### config.mk
export PLATFORM = sky130hd
export DESIGN_NAME = priority_arbiter
export DESIGN_NICKNAME = d
export VERILOG_FILES = /design/src/rtl/priority_arbiter_pkg.sv /design/src/rtl/priority_arbiter_rotating_priority_encoder.sv /design/src/rtl/priority_arbiter.sv
export SDC_FILE = /design/constraint.sdc
export NUM_CORES = 1
export LEC_CHECK = 0
export CORE_MARGIN = 5
export CORE_UTILIZATION = 40
export CTS_CLUSTER_DIAMETER = 150
export DETAILED_ROUTE_END_ITERATION = 10
export RECOVER_POWER = 100
export SLEW_MARGIN = 20
export SYNTH_ARGS = -nofsm -noshare
export SYNTH_HDL_FRONTEND = slang
export SYNTH_SLANG_ARGS = --single-unit
### constraint.sdc
create_clock -name clk -period 4.4 [get_ports clk]
set_input_delay 0.66 -clock clk [delete_from_list [all_inputs] [get_ports clk]]
set_output_delay 0.66 -clock clk [all_outputs]
set_load 0.005 [all_outputs]
### src/rtl/priority_arbiter_pkg.sv
// Shared widths, sizes and FSM state type for the priority arbiter and its encoder.
package priority_arbiter_pkg;

    localparam int NUM_REQ = 8;
    localparam int ID_W    = 3;
    localparam int HOLD_W  = 4;

    typedef enum logic {
        IDLE  = 1'b0,
        GRANT = 1'b1
    } state_t;

endpackage

### src/rtl/priority_arbiter_rotating_priority_encoder.sv
// Combinational winner search: descending from a start index with wrap-around.
// In fixed mode the start is forced to the top index, so req[7] always wins.
module rotating_priority_encoder
    import priority_arbiter_pkg::*;
(
    input  logic [NUM_REQ-1:0] req,
    input  logic [ID_W-1:0]    start_idx,
    input  logic               rr_mode,
    output logic [ID_W-1:0]    id,
    output logic               any
);

    logic [ID_W-1:0] w_start;
    logic [ID_W-1:0] w_idx;

    // Walk lowest priority first so the last hit (i = 0, the start index) wins.
    always_comb begin
        w_start = rr_mode ? start_idx : ID_W'(NUM_REQ - 1);
        w_idx   = '0;
        id      = '0;
        any     = 1'b0;
        for (int i = NUM_REQ - 1; i >= 0; i--) begin
            w_idx = w_start - ID_W'(i);
            if (req[w_idx]) begin
                id  = w_idx;
                any = 1'b1;
            end
        end
    end

endmodule

### src/rtl/priority_arbiter.sv
// Two-state arbiter: picks one requester in IDLE, holds it in GRANT until release,
// request drop or MAX_HOLD cycles, always leaving one idle bubble between grants.
module priority_arbiter #(
    parameter int NUM_REQ  = 8,
    parameter int MAX_HOLD = 15
) (
    input  logic                                  clk,
    input  logic                                  rst,
    input  logic                                  en,
    input  logic [NUM_REQ-1:0]                    req,
    input  logic                                  rr_mode,
    // "release" is a reserved word, hence the suffix.
    input  logic                                  release_in,
    output logic [NUM_REQ-1:0]                    gnt,
    output logic [priority_arbiter_pkg::ID_W-1:0] gnt_id,
    output logic                                  gnt_valid,
    output logic                                  timeout,
    output priority_arbiter_pkg::state_t          dbg_state
);
    import priority_arbiter_pkg::*;

    localparam logic [HOLD_W-1:0] MAX_HOLD_C = HOLD_W'(MAX_HOLD);

    state_t              r_state,    w_state_nxt;
    logic [NUM_REQ-1:0]  r_gnt,      w_gnt_nxt;
    logic [ID_W-1:0]     r_gnt_id,   w_gnt_id_nxt;
    logic                r_valid,    w_valid_nxt;
    logic                r_timeout,  w_timeout_nxt;
    logic [HOLD_W-1:0]   r_hold_cnt, w_hold_nxt;
    logic [ID_W-1:0]     r_last_id,  w_last_nxt;

    logic [ID_W-1:0]     w_win;
    logic                w_any;

    // Starting one below the previous winner makes the previous winner lowest priority.
    rotating_priority_encoder u_enc (
        .req       (req),
        .start_idx (r_last_id - ID_W'(1)),
        .rr_mode   (rr_mode),
        .id        (w_win),
        .any       (w_any)
    );

    always_ff @(posedge clk) begin
        if (rst) begin
            r_state    <= IDLE;
            r_gnt      <= '0;
            r_gnt_id   <= '0;
            r_valid    <= 1'b0;
            r_timeout  <= 1'b0;
            r_hold_cnt <= '0;
            r_last_id  <= '0;
        end else begin
            r_state    <= w_state_nxt;
            r_gnt      <= w_gnt_nxt;
            r_gnt_id   <= w_gnt_id_nxt;
            r_valid    <= w_valid_nxt;
            r_timeout  <= w_timeout_nxt;
            r_hold_cnt <= w_hold_nxt;
            r_last_id  <= w_last_nxt;
        end
    end

    always_comb begin
        w_state_nxt   = r_state;
        w_gnt_nxt     = '0;
        w_gnt_id_nxt  = '0;
        w_valid_nxt   = 1'b0;
        w_timeout_nxt = 1'b0;
        w_hold_nxt    = '0;
        w_last_nxt    = r_last_id;
        case (r_state)
            IDLE: begin
                if (en && w_any) begin
                    w_state_nxt  = GRANT;
                    w_gnt_nxt    = NUM_REQ'(1) << w_win;
                    w_gnt_id_nxt = w_win;
                    w_valid_nxt  = 1'b1;
                    w_hold_nxt   = HOLD_W'(1);
                    w_last_nxt   = w_win;
                end
            end
            GRANT: begin
                // Release wins over the hold limit, so a release at MAX_HOLD raises no timeout.
                if (release_in || !req[r_gnt_id]) begin
                    w_state_nxt = IDLE;
                end else if (r_hold_cnt >= MAX_HOLD_C) begin
                    w_state_nxt   = IDLE;
                    w_timeout_nxt = 1'b1;
                end else begin
                    w_gnt_nxt    = r_gnt;
                    w_gnt_id_nxt = r_gnt_id;
                    w_valid_nxt  = 1'b1;
                    w_hold_nxt   = r_hold_cnt + HOLD_W'(1);
                end
            end
            default: w_state_nxt = IDLE;
        endcase
    end

    assign gnt       = r_gnt;
    assign gnt_id    = r_gnt_id;
    assign gnt_valid = r_valid;
    assign timeout   = r_timeout;
    assign dbg_state = r_state;

endmodule

# Word level (Yosys, flattened, before mapping)

Index checks and enable logic that the tools add are counted.

Add/sub/neg operators: 9
Order comparisons: 10
Eq/ne operators: 1
Shifts and indexed selects: 1
Multiplexer cells: 52
Bitwise logic cells: 1
Reductions and logical operators: 5

Operator list:

| kind                                                      | number |
|---|---|
| < comparator 3 x 4 -> 1 bit (second input constant)       | 9 |
| 2-to-1 mux 3 bit                                          | 12 |
| binary-select mux 1 bit (select 3 bit)                    | 9 |
| 2-to-1 mux 8 bit                                          | 3 |
| 2-to-1 mux 1 bit                                          | 22 |
| one-hot mux 8 bit (2 select lines)                        | 1 |
| subtractor 3 bit (second input constant)                  | 4 |
| 2-to-1 mux 4 bit                                          | 2 |
| one-hot mux 4 bit (2 select lines)                        | 1 |
| << shifter 1 x 3 -> 8 bit (first input constant)          | 1 |
| one-hot mux 3 bit (2 select lines)                        | 1 |
| subtractor 3 x 1 -> 3 bit (second input constant)         | 2 |
| subtractor 3 x 2 -> 3 bit (second input constant)         | 2 |
| adder 4 x 1 -> 4 bit (second input constant)              | 1 |
| greater-or-equal comparator 4 bit (second input constant) | 1 |
| != test 3 x 1 -> 1 bit (second input constant)            | 1 |
| OR reduction 3 bit                                        | 1 |
| one-hot mux 1 bit (2 select lines)                        | 1 |
| AND reduction 2 bit                                       | 1 |
| logical AND 1 bit                                         | 1 |
| zero test 1 bit                                           | 1 |
| logical OR 1 bit                                          | 1 |
| NOT 1 bit                                                 | 1 |

Bits in registers: 20
Input port bits: 13
Word-level logic and storage cells: 85

# Logic depth before layout (Yosys ltp)

Gate-level depths: netlist of the first run.

Depth after elaboration: 16
Gate-level depth with buffers: 15
Depth with buffers taken out: 13

# Hierarchy

A second synthesis of the first run with hierarchy kept.

Cell total of the unflattened synthesis: 230
Area, all modules: 1945.6 sq um

Modules (own cells, without submodules):

| module                    | instances | cells an instance | area each (sq um) |
|---|---|---|---|
| rotating_priority_encoder | 1         | 133               | 1022.2 |
| priority_arbiter          | 1         | 97                | 923.4 |

# Least setup slack after synthesis of the first run

Ideal clock, no wire load.

Path kind: input-to-reg
From: input port rr_mode
To: register r_gnt[4], in the netlist gnt[4]
Setup time: 0.087 ns
Data arrival time: 3.179 ns
Data required time: 4.313 ns
Slack: 1.134 ns
Cell stages on the path: 12
Buffers on the path: 3
Cell sequence: and2_4 > buf_12 > buf_6 > ha_1 > buf_1 > mux4_2 > a221oi_1 > o2111ai_1 > a41o_1 > a32oi_1 > o211ai_1 > o31ai_1

Longest elaborated chain between the ends: 15
Elaborated cells on any way between the ends: 44
Classes of those cells: add/sub: 7; shift: 1; mux: 35; reduce/logical: 1

Ends and longest elaborated chain:

| element                                                                  | line                                             | source |
|---|---|---|
| start, declared                                                          | priority_arbiter.sv:11                           | `input logic rr_mode,` |
| 2-to-1 mux 3 bit (*)                                                     | priority_arbiter_rotating_priority_encoder.sv:18 | `w_start = rr_mode ? start_idx : ID_W'(NUM_REQ - 1);` |
| subtractor 3 bit                                                         | priority_arbiter_rotating_priority_encoder.sv:23 | `w_idx = w_start - ID_W'(i);` |
| binary-select mux 1 bit (select 3 bit)                                   | priority_arbiter_rotating_priority_encoder.sv:24 | `if (req[w_idx]) begin` |
| 2-to-1 mux 1 bit (not written as such)                                   | priority_arbiter_rotating_priority_encoder.sv:24 |  |
| 2-to-1 mux 3 bit / 2-to-1 mux 1 bit (equally long branches) (8 in a row) | priority_arbiter_rotating_priority_encoder.sv:24 |  |
| << shifter 1 x 3 -> 8 bit / logical AND 1 bit (equally long branches)    | priority_arbiter.sv:76, priority_arbiter.sv:74   |  |
| 2-to-1 mux 8 bit (*)                                                     | priority_arbiter.sv:74                           | `if (en && w_any) begin` |
| one-hot mux 8 bit (2 select lines) (*)                                   | priority_arbiter.sv:72                           | `case (r_state)` |
| end signal, assigned                                                     | priority_arbiter.sv:55                           | `r_gnt <= w_gnt_nxt;` |
| end, declared                                                            | priority_arbiter.sv:25                           | `logic [NUM_REQ-1:0] r_gnt, w_gnt_nxt;` |

Every way passes the cells marked *; elsewhere a longest branch is shown, timed or not. The select of a mux whose other input is x is not followed.
A chain may end at the register's enable or synchronous reset.

# Worst setup path after layout of the first run

From: input port rr_mode
To: register r_gnt[1], in the netlist gnt[1]

The elaborated chain is that of the path after synthesis.

==> results of run 1 <==
## worst max-delay path, cell delays in order
cell,delay (ns)
dlygate4sd3_1,0.76
and2_4,0.36
inv_6,0.10
ha_1,0.24
a21boi_0,0.16
nor2_1,0.38
mux2i_1,0.24
a211oi_1,0.09
or4_4,0.50
a32oi_1,0.47
o31ai_1,0.13
## routing by layer
| layer | share of wire [%] | GRT usage [%] | vias to the layer above |
|---|---|---|---|
| li1 | - | - | 896 |
| met1 | 46 | 24.8 | 907 |
| met2 | 46 | 28.1 | 74 |
| met3 | 7.2 | 2.80 | 8 |
| met4 | 1.2 | 3.38 | 0 |
| met5 | 0 | 0 | - |
## power by group
group          internal [mW]  leakage, nW  switching (mW)
Combinational          0.328        0.703           0.480
Clock                  0.121       0.0357          0.0611
Sequential             0.207        0.163          0.0194
## cell usage in the layout, fill, tap and decap left out, drive strengths merged, types with 4 or more instances in the layout
cell,n
and2,4
a21oi,11
mux4,6
o21ai,6
o211ai,4
nor2,14
a211oi,5
clkbuf,4
ha,4
or2,4
nand2,22
xnor2,4
dfxtp,20
mux2,7
dlygate4sd3,16
o31ai,8
inv,12
buf,4
nand3,10
clkdlybuf4s50,10
mux2i,19
## final cells by class
type                       instances  area, µm²  share of cell area [%]
clock buffer                       3       41.3                    1.78
sequential                        20        400                    17.3
timing repair buffer              31        294                    12.7
tap                               67       83.8                    3.61
inverter                          12       50.0                    2.16
clock inverter                     1       30.0                    1.29
multi-input combinational        178       1420                    61.2
## registers in the layout, summed over array words and instances, names as in the netlist
register    flops
gnt             8
timeout         1
r_hold_cnt      4
gnt_valid       1
gnt_id          3
r_last_id       3
## stage by stage
step	std cells	setup slack, ns	power [mW]	hold slack (ns)
after floorplan	220	1.13	0.846	0.449
after CTS	312	0.636	1.23	0.467
final	312	0.433	1.22	0.458
after global routing	312	0.189	1.30	0.485
after global placement	308	0.386	1.05	0.450
after detailed placement	308	0.387	1.05	0.451
## worst min path at each step
stage,start,to,cells after the start
after floorplan,gnt[0],gnt[0],2
after global placement,gnt[4],gnt[4],2
after detailed placement,gnt[6],gnt[6],2
after CTS,gnt[6],gnt[6],2
after global routing,gnt[2],gnt[2],2
final,gnt[5],gnt[5],2
## kinds of logic (layout without fill, tap and decap cells)
logic type                 after synthesis  count (layout)  share of synthesized area [%]
xor gates and xnor gates                 5               5                           3.56
buffers and inverters                   22              47                           6.68
AOI/OAI and AO/OA                       65              65                           26.0
muxes                                   32              32                           22.0
DFF                                     20              20                           20.4
and+or+nand+nor                         72              72                           18.9
adders and majority gates                4               4                           2.54
==> summary.txt, run 1 <==
GRT
  • GR Util All Layers: 17.5%
  • GR Overflow Total: 0
  • Vias in the first global route: 1,760
  • Initial antenna violation count: 0
  • Largest net degree at the start of global routing: 16
  • First-pass GRT wire length: 8890 µm

Synthesis
  • Commonest cells in the netlist: 22 x nand2_1, 20 x dfxtp_1, 16 x mux2i_1
  • Synthesized area: 1970 µm²
  • Area fraction of the dominant cell type after synthesis: 20.4%
  • Synth area leader: dfxtp_1
  • Post-synth EDFFs: 0
  • Post-Syn Nets: 237
  • Number of synthesis warnings: 0
  • Mapped Avg Cell Area: 8.94 µm²
  • Post-synthesis async set-or-reset flop share: 0%
  • Seq/Total Area, Yosys: 20.4%
  • Area contributors post-synth: dfxtp_1 20%, mux2i_1 8.1%, mux4_2 6.9%
  • Synth Instances: 220
  • Ys flop type: dfxtp_1
  • Synth cell types: 68
  • Synth Register Bits: 20
  • Cell with the most instances after synthesis: nand2_1

Routing
  • Via count: 1,885
  • DRC: 0
  • Final ANT Viol Nets: 0
  • Final WL: 5400 µm
  • Drt initial violations: 315
  • Vias per cell: 6.04
  • First drt pass iteration count: 4
  • Avg WL per Cell: 17.3 µm

STA
  • Fin Setup TNS: 0 ns
  • Hold Vio Cnt, Final: 0
  • Final worst-path cycle share: 90.2%
  • Max Clock Freq: 0.252 GHz
  • Setup Skew: 0.00447 ns
  • RSZ-0062 raised after global routing: false
  • Endpoints failing setup: 0
  • Slew at the pin with the worst max-slew slack: 0.630 ns
  • Post-route minimum period: 3.97 ns
  • Slew Viols, Final: 0
  • Slew HR: 56.8%

Cells and area
  • ANT cells: 0
  • Filler cell count: 466
  • Post-route cell area: 2320 µm²
  • Layout cells sized above 1: 15.1%
  • P&R area growth vs syn: 18.0%
  • Fin nets: 263
  • Finished Core Util: 48.8%

Clock network
  • Number of H-tree levels: 1
  • Number of CTS-inserted buffers: 3
  • Clock Pin Slew Worst Setup and Hold Paths: 0.07 ns
  • Post-CTS sizing: 0
  • CTS tree: done
  • Root Buffer: clkbuf_8
  • CTS max path bufs: 2
  • Clock Latency Late Sink: 0.26 ns
  • CTS Hold Bufs: 0
  • CTS sink count: 20
  • Post-CTS Setup Bufs: 0

Floorplanning
  • Core box area: 4750 µm²
  • Row count: 25
  • Die W: 80.1 µm
  • Die ar.: 6420 µm²
  • # IOs: 27
  • Die extent in y: 80.1 µm
  • Initial Util: 41.4%

Setup path
  • Crit path launch: rr_mode
  • Worst r2r dst: gnt[1]
  • Crit path capture type: flop
  • Worst reg2reg setup slack: 0.76 ns
  • Arrival @ worst endpoint: 4.10 ns
  • Startpoint class of the critical path: input pin
  • Kind of critical path: in2reg
  • CP Max Fanout: 15
  • End point of the critical path: gnt[1]
  • Required @ worst endpoint: 4.53 ns
  • Reg2Reg Depth: 13
  • R2r startpoint: r_last_id[0]

Pwr
  • Peak VDD IR: 179 µV
  • PD cells: 524 nW/µm²
  • Leak: 0.902 nW

Placement
  • DP HPWL: 4220 µm
  • Buffers on Ports: 26
  • DP Area: 2270 µm²
  • Gpl congestion: 0.873

Job
  • Maxcap violations: 0

Outcome
  • Run status: complete, no violations

Worst hold path
  • Worst Hold Class: reg2reg
No activity file was read; power rests on OpenSTA's default activity.
==> run 2, diff against run 1 <==
--- a/config.mk
+++ b/config.mk
@@ -10,7 +10,6 @@
 export CTS_CLUSTER_DIAMETER = 150
 export DETAILED_ROUTE_END_ITERATION = 10
 export RECOVER_POWER = 100
-export SLEW_MARGIN = 20
 export SYNTH_ARGS = -nofsm -noshare
 export SYNTH_HDL_FRONTEND = slang
 export SYNTH_SLANG_ARGS = --single-unit
==> results of run 2 <==
Final layout, timing and power as in run 1 (identical DEF).
==> run 3, diff against run 2 <==
--- a/config.mk
+++ b/config.mk
@@ -12,4 +12,5 @@
 export RECOVER_POWER = 100
 export SYNTH_ARGS = -nofsm -noshare
 export SYNTH_HDL_FRONTEND = slang
+export SYNTH_HIERARCHICAL = 1
 export SYNTH_SLANG_ARGS = --single-unit
==> run 3 against run 2 <==
Net effect:
- fmax is 1.1% lower
- synthesized cell count increased by 4.5%
- sequential share of layout area about the same
- combinational power increased by 34%
- critical path type unchanged
==> summary.txt, run 3 <==
Outcome
  • Run status: complete, no violations

STA
  • Fin Setup TNS: 0 ns (unchanged)
  • Post-route minimum period: 4.01 ns (+0.0427 ns)
  • Hold_ws: 0.472 ns (+0.0143 ns)
  • Slew Viols, Final: 0 (unchanged)
  • Slew at the pin with the worst max-slew slack: 1.20 ns (+0.567 ns)
  • Slew HR: 19.8% (-37 points)
  • Endpoints failing setup: 0 (unchanged)
  • Final worst-path cycle share: 91.1% (+0.97 points)
  • Hold Vio Cnt, Final: 0 (unchanged)
  • RSZ-0062 raised after global routing: false
  • Setup Skew: 0.00192 ns (-0.00255 ns)
  • Setup slack after layout: 0.390 ns (-0.0427 ns)
  • Max Clock Freq: 0.249 GHz (-1.1%)

Pwr
  • Switch Pwr: 694 µW (+24%)
  • P_int: 766 µW (+17%)
  • Switching share of power: 47.5% (+1.5 points)
  • Power share of the clock group: 9.5% (-5.5 points)
  • PD cells: 628 nW/µm² (+20%)
  • Peak VDD IR: 219 µV (+22%)
  • Reg power frac: 16.5% (-2.1 points)
  • Leak: 0.919 nW (+1.9%)
  • Combinational fraction of design power: 74.0% (+7.6 points)

Setup path
  • Arrival @ worst endpoint: 4.20 ns (+0.10 ns)
  • R2r startpoint: r_last_id[0]
  • Reg2Reg Depth: 12 (-1)
  • CP max stage delay: 0.59 ns (-0.17 ns)
  • Crit path launch: rr_mode
  • Critical path depth: 10 (-1)
  • CP max-delay cell: dlygate4sd3_1
  • Crit path capture type: flop
  • Kind of critical path: in2reg
  • WP buf/inv: 1 (-1)
  • Required @ worst endpoint: 4.59 ns (+0.06 ns)
  • Critical-path cell list: dlygate4sd3_1 -> nor2b_1 -> ha_1 -> mux2_1 -> mux4_2 -> o311ai_2 -> mux2_1 -> nand2b_1 -> or4_2 -> o21ai_0
  • CP Max Fanout: 6 (-9)
  • Cell mode on critical path: mux2_1
  • Delay-heaviest family, CP: multiplexers
  • Startpoint class of the critical path: input pin

Clock network
  • Number of CTS-inserted buffers: 3 (unchanged)
  • CTS max path bufs: 2 (unchanged)
  • Post-CTS sizing: 0 (unchanged)
  • Clock Latency Late Sink: 0.26 ns (about the same)
  • Clock Pin Slew Worst Setup and Hold Paths: 0.07 ns (about the same)
  • Post-CTS Setup Bufs: 0 (unchanged)
  • Root Buffer: clkbuf_8
  • Number of H-tree levels: 1 (unchanged)
  • CTS sink count: 20 (unchanged)
  • CTS tree: done
  • CTS Hold Bufs: 0 (unchanged)

Synthesis
  • Post-Syn Nets: 247 (+4.2%)
  • Area fraction of the dominant cell type after synthesis: 20.6% (+0.22 points)
  • Seq/Total Area, Yosys: 20.6% (+0.22 points)
  • Area contributors post-synth: dfxtp_1 21%, mux2i_1 7.7%, nand3_1 5.1%
  • Post-synth EDFFs: 0 (unchanged)
  • Synth Register Bits: 20 (unchanged)
  • Synth Instances: 230 (+4.5%)
  • Ys flop type: dfxtp_1
  • Commonest cells in the netlist: 20 x dfxtp_1, 20 x nand3_1, 17 x nand2_1
  • Mapped Avg Cell Area: 8.46 µm² (-5.4%)
  • Synth area leader: dfxtp_1
  • Number of synthesis warnings: 6 (+6)
  • Synth cell types: 63 (-7.4%)
  • Synthesized area: 1950 µm² (-1.1%)
  • Post-synthesis async set-or-reset flop share: 0% (unchanged)

Routing
  • Post-route met1 wirelength: 2450 µm (-1.1%)
  • Avg WL per Cell: 17.1 µm (-1.3%)
  • DRC: 0 (unchanged)
  • Vias per cell: 6.01 (-0.54%)
  • Met3 WL: 432 µm (+11%)
  • Drt initial violations: 316 (+0.32%)
  • Final WL: 5550 µm (+2.8%)
  • First drt pass iteration count: 5 (+1)
  • Top Layer Used: met4
  • Met2 WL post-DR: 2520 µm (+2.3%)
  • Via count: 1,953 (+3.6%)
  • Final ANT Viol Nets: 0 (unchanged)

Cells and area
  • Layout cells sized above 1: 14.0% (-1.1 points)
  • Fin nets: 276 (+4.9%)
  • Max reg flops: 8 (unchanged)
  • Most frequent cells in the layout: 20 x nand3_1, 20 x dfxtp_1, 17 x nand2_1, 16 x dlygate4sd3_1
  • P&R area growth vs syn: 19.5%
  • ANT cells: 0 (unchanged)

Placement
  • Post-Place Setup Slack: 0.205 ns (-0.182 ns)
  • Buffers on Ports: 26 (unchanged)
  • Gpl congestion: 1.03 (+18%)
  • DP HPWL: 4150 µm (-1.6%)

GRT
  • Initial antenna violation count: 0 (unchanged)
  • Largest net degree at the start of global routing: 20 (+4)
  • First-pass GRT wire length: 9320 µm (+4.8%)
  • GR Overflow Total: 0 (unchanged)
  • GR Util All Layers: 18.3% (+0.78 points)
  • Vias in the first global route: 1,852 (+5.2%)

Floorplanning
  • Core box area: 4720 µm² (-0.66%)
  • Die extent in y: 79.7 µm (-0.47%)
  • Die ar.: 6360 µm² (-0.95%)
  • # IOs: 27 (unchanged)
  • Die W: 79.7 µm (-0.47%)
  • Initial Util: 41.2% (-0.18 points)
  • Row count: 25 (unchanged)

Job
  • Maxcap violations: 0 (unchanged)

Worst hold path
  • Hold Path Depth: 2 (unchanged)
  • Worst Hold Class: reg2reg
  • Hold Crit Start: gnt[0]
## run 3: cell count changes in the layout (fill, tap and decap cells not counted), sizes merged, moves of 4 or more
cell	previous run	this run
a211oi	5	1
a31oi	0	4
nand3b	1	6
o31ai	8	2
o21ai	6	10
nand2	22	17
buf	4	12
o32a	0	4
o22ai	2	6
nand3	10	21
nand2b	2	8
a21oi	11	5
## run 3: cell type report
class	instances	area, µm²
fillers	464	2400
multi-input cells	185	1390
flip-flops and latches	20	400
repair buffers	39	354
well taps	67	83.8
clock buffers	4	55.1
inverters	10	40.0
## run 3: logic make-up after synthesis
family          after synthesis  synth area share (%)
fa+ha+maj                     4                  2.57
xor+xnor                      6                  3.09
mux                          28                  17.9
compound gates               57                  23.0
flops                        20                  20.6
buf+inv                      25                  7.52
simple gates                 90                  25.4
## run 3: per-layer routing
metal	vias up	track usage (%)
met5	-	0
met4	0	6.25
met3	22	4.29
met2	104	28.0
met1	902	25.1
li1	925	-
## run 3: worst paths after layout
| path | endpoint | slack [ns] |
|---|---|---|
| worst max-delay path | gnt[2] | 0.39 |
| worst min-delay path | gnt[0] | 0.47 |
| worst max register to register | gnt[2] | 0.71 |
| worst min register to register | gnt[0] | 0.47 |
## run 3: worst reg2reg max path, cell delays in order, from the launching register on
cell and delay (ns):
dfxtp_1 0.34, inv_1 0.06, ha_1 0.28, inv_1 0.05, nor2b_1 0.24, ha_1 0.36
mux2_1 0.40, mux4_2 0.50, o311ai_2 0.27, mux2_1 0.36, nand2b_1 0.16, or4_2 0.53
o21ai_0 0.08
## run 3: power by group through the flow
| stage | logic [mW] | registers, mW | clock network (mW) |
|---|---|---|---|
| after floorplan | 0.785 | 0.240 | 0 |
| after global placement | 1.08 | 0.247 | 0 |
| after detailed placement | 1.07 | 0.247 | 0 |
| after CTS | 1.08 | 0.244 | 0.145 |
| after global routing | 1.17 | 0.246 | 0.153 |
| final | 1.08 | 0.241 | 0.139 |
## run 3: through the flow
| stage | std cells | area (µm²) | total power, mW | utilization (%) |
|---|---|---|---|---|
| detailed placement | 321 | 2280 | 1.32 | 48.3 |
| global placement | 321 | 2280 | 1.33 | 48.3 |
| global route | 325 | 2330 | 1.57 | 49.2 |
| finish | 325 | 2330 | 1.46 | 49.2 |
| CTS | 325 | 2340 | 1.47 | 49.5 |
| floorplan | 230 | 1950 | 1.02 | - |
